### config.mk
export PLATFORM = sky130hd
export DESIGN_NAME = platform_tracker
export DESIGN_NICKNAME = d
export VERILOG_FILES = /design/src/rtl/doodle_pkg.sv /design/src/rtl/lfsr8.sv /design/src/rtl/platform_tracker.sv
export SDC_FILE = /design/constraint.sdc
export NUM_CORES = 1
export LEC_CHECK = 0
export CAP_MARGIN = 20
export CORE_MARGIN = 4
export CORE_UTILIZATION = 40
export DETAILED_ROUTE_END_ITERATION = 6
export DONT_BUFFER_PORTS = 1
export GPL_ROUTABILITY_DRIVEN = 0
export PLACE_DENSITY = 0.57
export SYNTH_ARGS = -nofsm -noshare
export SYNTH_HDL_FRONTEND = slang
export SYNTH_SLANG_ARGS = --single-unit
### constraint.sdc
create_clock -name Clk -period 3.9 [get_ports Clk]
set_input_delay 0.39 -clock Clk [delete_from_list [all_inputs] [get_ports Clk]]
set_output_delay 0.39 -clock Clk [all_outputs]
set_load 0.02 [all_outputs]
### src/rtl/doodle_pkg.sv
// Shared encodings and constants for the doodle game platform logic.
package doodle_pkg;

  // One-hot state encodings for the platform tracker FSM.
  localparam logic [3:0] S_IDLE   = 4'b0001;
  localparam logic [3:0] S_CHECK  = 4'b0010;
  localparam logic [3:0] S_RESULT = 4'b0100;
  localparam logic [3:0] S_SCROLL = 4'b1000;

  typedef enum logic [3:0] {
    ST_IDLE   = S_IDLE,
    ST_CHECK  = S_CHECK,
    ST_RESULT = S_RESULT,
    ST_SCROLL = S_SCROLL
  } state_e;

  // Screen geometry.
  localparam int         SCREEN_W  = 256;
  localparam logic [7:0] Y_TOP_DEF = 8'd239;

  // Taps for x^8 + x^6 + x^5 + x^4 + 1 (bits 7, 5, 4, 3 of a left-shifting register).
  localparam logic [7:0] LFSR_TAPS = 8'hB8;

  function automatic logic [7:0] lfsr_next(input logic [7:0] cur);
    return {cur[6:0], ^(cur & LFSR_TAPS)};
  endfunction

endpackage

### src/rtl/lfsr8.sv
// 8-bit maximal-length Fibonacci LFSR that advances only when enabled.
module lfsr8
  import doodle_pkg::*;
#(
  parameter logic [7:0] SEED = 8'hA5
) (
  input  logic       Clk,
  input  logic       Reset,
  input  logic       En,
  output logic [7:0] Q
);

  logic [7:0] lfsr_q, lfsr_d;

  // Advance by one step on enable, otherwise hold.
  always_comb begin
    lfsr_d = lfsr_q;
    if (En) lfsr_d = lfsr_next(lfsr_q);
  end

  // State register with synchronous active-low reset to the seed.
  always_ff @(posedge Clk) begin
    if (!Reset) lfsr_q <= SEED;
    else        lfsr_q <= lfsr_d;
  end

  assign Q = lfsr_q;

endmodule

### src/rtl/platform_tracker.sv
// Platform set for the doodle game: per-step collision scan (land / fall),
// one-pixel scrolling with LFSR-driven respawn at the top, and a renderer read port.
//
// state  | meaning
// IDLE   | waiting for Check or Scroll (or a pending scroll)
// CHECK  | comparing latched doodle position against one slot per cycle
// RESULT | one cycle presenting Land / Fall from the accumulated hit flag
// SCROLL | moving one slot down per cycle, respawning slots that reach y == 0
module platform_tracker
  import doodle_pkg::*;
#(
  parameter int         N_PLAT = 4,
  parameter int         PW     = 16,
  parameter logic [7:0] Y_TOP  = Y_TOP_DEF,
  parameter logic [7:0] SEED   = 8'hA5,
  localparam int        IW     = (N_PLAT > 1) ? $clog2(N_PLAT) : 1
) (
  input  logic          Clk,
  input  logic          Reset,
  input  logic          Check,
  input  logic          Scroll,
  input  logic [7:0]    Dx,
  input  logic [7:0]    Dy,
  input  logic          Descending,
  input  logic [IW-1:0] Rd_idx,
  output logic [7:0]    Rd_x,
  output logic [7:0]    Rd_y,
  output logic          Busy,
  output logic          Land,
  output logic          Fall,
  output logic [7:0]    Spawned
);

  localparam logic [7:0] X_MAX = 8'(SCREEN_W - 1 - PW);

  state_e        state_q, state_d;
  logic [IW-1:0] idx_q, idx_d;
  logic [7:0]    dx_q, dx_d;
  logic [7:0]    dy_q, dy_d;
  logic          desc_q, desc_d;
  logic          hit_q, hit_d;
  logic          pend_q, pend_d;
  logic [7:0]    spawned_q, spawned_d;

  logic [7:0]    plat_x_q [N_PLAT];
  logic [7:0]    plat_y_q [N_PLAT];

  logic [7:0]    cur_x, cur_y;
  logic [8:0]    x_lo, x_hi, dx9;
  logic          slot_hit;
  logic          last_slot;
  logic          respawn;
  logic [7:0]    lfsr_val;
  logic [7:0]    new_x, new_y;

  // Spawner randomness, stepped once per respawn.
  lfsr8 #(.SEED(SEED)) u_lfsr (
    .Clk   (Clk),
    .Reset (Reset),
    .En    (respawn),
    .Q     (lfsr_val)
  );

  // Slot under the scan/scroll pointer and its hit/respawn evaluation (9-bit so x+PW-1 cannot wrap).
  always_comb begin
    cur_x     = plat_x_q[idx_q];
    cur_y     = plat_y_q[idx_q];
    x_lo      = {1'b0, cur_x};
    x_hi      = x_lo + 9'(PW - 1);
    dx9       = {1'b0, dx_q};
    slot_hit  = (dy_q == cur_y) && (x_lo <= dx9) && (dx9 <= x_hi);
    last_slot = (idx_q == IW'(N_PLAT - 1));
    respawn   = (state_q == ST_SCROLL) && (cur_y == 8'd0);
    new_y     = respawn ? Y_TOP : cur_y - 8'd1;
    new_x     = cur_x;
    if (respawn) new_x = (lfsr_val <= X_MAX) ? lfsr_val : lfsr_val - 8'(PW);
  end

  // Next-state logic: request arbitration, scan accumulation, scroll sequencing.
  always_comb begin
    state_d   = state_q;
    idx_d     = idx_q;
    dx_d      = dx_q;
    dy_d      = dy_q;
    desc_d    = desc_q;
    hit_d     = hit_q;
    pend_d    = pend_q;
    spawned_d = spawned_q;
    case (state_q)
      ST_IDLE: begin
        if (Check) begin
          dx_d    = Dx;
          dy_d    = Dy;
          desc_d  = Descending;
          hit_d   = 1'b0;
          idx_d   = '0;
          pend_d  = pend_q | Scroll;
          state_d = ST_CHECK;
        end else if (Scroll || pend_q) begin
          pend_d  = 1'b0;
          idx_d   = '0;
          state_d = ST_SCROLL;
        end
      end
      ST_CHECK: begin
        pend_d = pend_q | Scroll;
        hit_d  = hit_q | slot_hit;
        idx_d  = idx_q + IW'(1);
        if (last_slot) state_d = ST_RESULT;
      end
      ST_RESULT: begin
        pend_d  = pend_q | Scroll;
        state_d = ST_IDLE;
      end
      ST_SCROLL: begin
        pend_d = pend_q | Scroll;
        idx_d  = idx_q + IW'(1);
        if (respawn && (spawned_q != 8'hFF)) spawned_d = spawned_q + 8'd1;
        if (last_slot) state_d = ST_IDLE;
      end
      default: state_d = ST_IDLE;
    endcase
  end

  // Control registers.
  always_ff @(posedge Clk) begin
    if (!Reset) begin
      state_q   <= ST_IDLE;
      idx_q     <= '0;
      dx_q      <= 8'd0;
      dy_q      <= 8'd0;
      desc_q    <= 1'b0;
      hit_q     <= 1'b0;
      pend_q    <= 1'b0;
      spawned_q <= 8'd0;
    end else begin
      state_q   <= state_d;
      idx_q     <= idx_d;
      dx_q      <= dx_d;
      dy_q      <= dy_d;
      desc_q    <= desc_d;
      hit_q     <= hit_d;
      pend_q    <= pend_d;
      spawned_q <= spawned_d;
    end
  end

  // Platform storage: staggered initial layout, one slot rewritten per SCROLL cycle.
  always_ff @(posedge Clk) begin
    if (!Reset) begin
      for (int i = 0; i < N_PLAT; i++) begin
        plat_x_q[i] <= 8'(40 * i + 8);
        plat_y_q[i] <= 8'(60 * i);
      end
    end else if (state_q == ST_SCROLL) begin
      plat_x_q[idx_q] <= new_x;
      plat_y_q[idx_q] <= new_y;
    end
  end

  assign Rd_x    = plat_x_q[Rd_idx];
  assign Rd_y    = plat_y_q[Rd_idx];
  assign Busy    = (state_q != ST_IDLE);
  assign Land    = (state_q == ST_RESULT) &  hit_q & desc_q;
  assign Fall    = (state_q == ST_RESULT) & ~hit_q & desc_q & (dy_q == 8'd0);
  assign Spawned = spawned_q;

endmodule
==> metrics.log <==
[metrics] via count of the first global-routing pass: 4053
[metrics] aggregate negative setup slack: 0 ns
[metrics] endpoints failing hold: 0
[metrics] area of the mapped netlist: 5760 um2
[metrics] number of buffers added by the clock tree synthesis step: 9
[metrics] worst-case vdd ir drop: 0.000202 V
[metrics] max-slew violation count: 0
[metrics] Layout area overhead: 9.36%
[metrics] category of the worst setup path capture point: flop
[metrics] FFs w/ async S/R, synth: 0%
[metrics] biggest fanout along the worst timing path: 11
[metrics] library cell with the largest summed area after synthesis: edfxtp_1
[metrics] Hold Path Cell Cnt: 1
[metrics] data arrival at the endpoint of the critical path: 3.62 ns
[metrics] antenna diode instance count: 0
[metrics] Post-CTS Setup Inserts: 0
[metrics] Post-CTS Hold Fix Bufs: 0
[metrics] headroom to the max-slew limit: 33.4%
[metrics] die area: 16400 um2
[metrics] top cell type's share of synthesized area: 33.4%
[metrics] ratio of cells with drive above 1 in the final layout: 15.0%
[metrics] total chip power: 2800 uW
[metrics] post-CTS clock slew at the launch and capture registers of the worst setup and hold paths: 0.08 ns
[metrics] switching share of power: 29.4%
[metrics] P per Cell Area: 444 nW/um2
[metrics] RSZ-0062 raised after global routing: no
[metrics] starting density of the core: 41.2%
[metrics] top post-synthesis cells by area: edfxtp_1 33%, dfxtp_1 15%, mux4_2 13%, ha_1 5.0%, nand2_1 5.0%
[metrics] count of TritonRoute iterations in the first routing pass: 4
[metrics] number of antenna violations at the first check in global routing: 0
[metrics] routed wire length: 14.4 mm
[metrics] Synth Net Count: 559
[metrics] synthesized area per cell: 11.2 um2
[metrics] CTS H-Tree Depth: 3
[metrics] clk sink count: 107
[metrics] standard-cell rows: 43
[metrics] maximum number of pins on one net before global-route repair: 50
[metrics] total global-route track usage: 18.4%
[metrics] critical path's most frequent cell: inv_1
[metrics] adder and majority cell fraction of the synthesized area: 5.00%
[metrics] drt wl/cell: 20.6 um
[metrics] width of the die: 128 um
[metrics] design internal power: 1980 uW
[metrics] post-synthesis share of cell area spent on xor and xnor gates: 3.95%
[metrics] post-layout util: 45.0%
[metrics] portion of total power attributed to the clock network: 34.3%
[metrics] remaining number of nets flagged by the antenna check after routing: 0
[metrics] Setup Crit Path Kind: reg2reg
[metrics] Synth Area in Compound Gates: 7.67%
[metrics] FF-to-FF path depth: 8
[metrics] worst min-delay path class: in2reg
[metrics] dominant combinational cell family by area after synthesis: simple AND/OR/NAND/NOR gates
[metrics] mux contribution to synthesized area: 14.5%
[metrics] synthesized netlist cell count: 513
[metrics] final critical delay including setup and external delays: 3.52 ns
[metrics] clock root buffer master: clkbuf_16
[metrics] Filler cells: 1337
[metrics] outcome: finished clean
[metrics] DRC viols: 0
[metrics] main flop type after synthesis: edfxtp_1
[metrics] number of synthesized flops with an enable pin: 64
[metrics] slowest stage delay, CP: 0.69 ns
[metrics] Die Y: 128 um
[metrics] sequential cell area fraction in the yosys report: 48.3%
[metrics] portion of total power attributed to sequential cells: 46.6%
[metrics] Net Sw Power: 822 uW
[metrics] final clock period utilization by the worst path: 90.2%
[metrics] worst skew pair latency: 0.37 ns
[metrics] overflow left after global routing: 0
[metrics] cells resized by post-CTS repair: 0
[metrics] peak clock frequency supported by timing: 284 MHz
[metrics] cell breakdown of the critical path: mux4_2 > inv_1 > ha_1 > inv_1 > or4_4 > nor2_1 > mux2_2 > nand2b_1
[metrics] Critical-path top delay cell: dfxtp_1
[metrics] routed via count: 3882
[metrics] DP HPWL: 10.3 mm
[metrics] maximum root-to-sink buffer count: 2
[metrics] Worst Max-Slew Pin Slew: 0.990 ns
[metrics] CORE AREA: 14000 um2
[metrics] num ports: 50
[metrics] static leakage: 0.00225 uW
[metrics] number of buffers inserted by port buffering: 0
[metrics] Simple-Gate Fraction of Synth Area: 17.2%
[metrics] number of failing setup endpoints in the final timing report: 0
[metrics] average vias per placed instance: 5.54
[metrics] fraction of power consumed by combinational cells: 19.2%
[metrics] Final #Nets: 562
[metrics] total of warnings raised by yosys: 0
[metrics] number of distinct library cells after synthesis: 56
[metrics] worst path required time: 4.00 ns
[metrics] DRC violation total after the first TritonRoute iteration: 322
[metrics] number of violations of the max-capacitance limit: 0
[metrics] flip-flop and latch count after synthesis: 107
[metrics] CTS tree: built
[metrics] wire length of the first global-routing pass: 22.7 mm
[metrics] CP Launch Type: flop
[metrics] setup skew after layout: 0.0117 ns
-- state kept, by name, indices dropped and copies added, names as in the netlist, named ones only --
name,flops
plat_x_q,32
Spawned,8
pend_q,1
plat_y_q,32
dy_q,8
idx_q,2
u_lfsr.Q,8
dx_q,8
desc_q,1
hit_q,1
state_q,4
-- cells in the final DEF, fill, tap and decap left out, types with 3 or more instances in the layout --
cell,n
xnor2_1,12
nor3_1,6
nand4_1,5
nor2_1,48
clkbuf_16,9
edfxtp_1,64
mux4_2,32
mux2i_1,7
a21boi_0,23
or2_2,4
nand2_1,76
o21ai_0,3
dfxtp_1,43
nor4b_1,4
nand2b_1,3
and3_1,7
nor4_1,5
a21o_1,3
a21oi_1,18
or3_1,6
ha_1,23
inv_1,21
xor2_1,14
and2_1,11
nand3_1,13
buf_4,17
o211ai_1,3
nor2b_1,4
-- layer usage --
layer	track usage (%)	part of all wire, %	wire (um)
met1	23.9	44	6280
met2	30.7	49	7060
met3	4.42	5.8	831
met4	5.62	1.6	235
met5	0	0	0
-- through the flow --
step                      instances  cell area [um2]  hold slack [ns]  setup WS (ns)
final                           701             6300            0.116          0.381
after global routing            701             6300            0.102          0.248
after CTS                       701             6300           0.0911          0.407
after detailed placement        685             6000            0.465          0.416
after global placement          685             6000            0.451          0.521
after floorplan                 513             5760            0.443          0.558
-- worst max-delay path, delay by kind of cell (launching register included) --
family	cells	cell delay, ns
adder cells (fa/ha/maj)	1	0.18
buffers and inverters	2	0.18
flip-flops	1	0.69
multiplexers	2	0.91
AND/OR/NAND/NOR	3	1.30
-- cell type report --
type                            count  area (um2)  area share, %
Multi-Input combinational cell    360        2790           44.2
Sequential cell                   107        2780           44.2
Clock buffer                        9         225           3.58
Tap cell                          180         225           3.58
Timing Repair Buffer               17         128           2.03
Inverter                           21        78.8           1.25
Clock inverter                      7        73.8           1.17
-- synthesized netlist by cell type, types with 5 or more instances --
library cell / count
ha_1: 23
a21boi_0: 23
inv_1: 21
or3_1: 6
and2_1: 11
a21oi_1: 18
mux2i_1: 7
edfxtp_1: 64
nand4_1: 5
and3_1: 7
nand3_1: 13
xnor2_1: 12
nor4_1: 5
clkbuf_1: 18
dfxtp_1: 43
nor2_1: 48
mux4_2: 32
xor2_1: 14
nand2_1: 76
nor3_1: 6
-- path summary, 6_finish.rpt --
| kind | slack [ns] | endpoint | from |
|---|---|---|---|
| worst max-delay path | 0.38 | plat_x_q[1][5] | flop |
| worst min-delay path | 0.12 | u_lfsr.Q[2] | Reset |
| worst max register to register | 0.38 | plat_x_q[1][5] | flop |
| worst min register to register | 0.47 | u_lfsr.Q[6] | u_lfsr.Q[6] |
-- power groups by stage --
| stage | clock [uW] | sequential (uW) | combinational [uW] |
|---|---|---|---|
| 6_report | 959 | 1300 | 536 |
| 5_1_grt | 1020 | 1310 | 606 |
| 4_1_cts | 973 | 1300 | 546 |
| 3_5_place_dp | 0 | 1330 | 543 |
| 3_3_place_gp | 0 | 1330 | 533 |
| 2_1_floorplan | 0 | 1310 | 433 |
-- kinds of logic after synthesis --
kind of cell               Yosys count
and+or+nand+nor                    205
xor gates and xnor gates            26
DFF                                107
buffers and inverters               46
AOI/OAI and AO/OA                   64
muxes                               42
adders and majority gates           23
No activity file was read; power rests on OpenSTA's default activity.
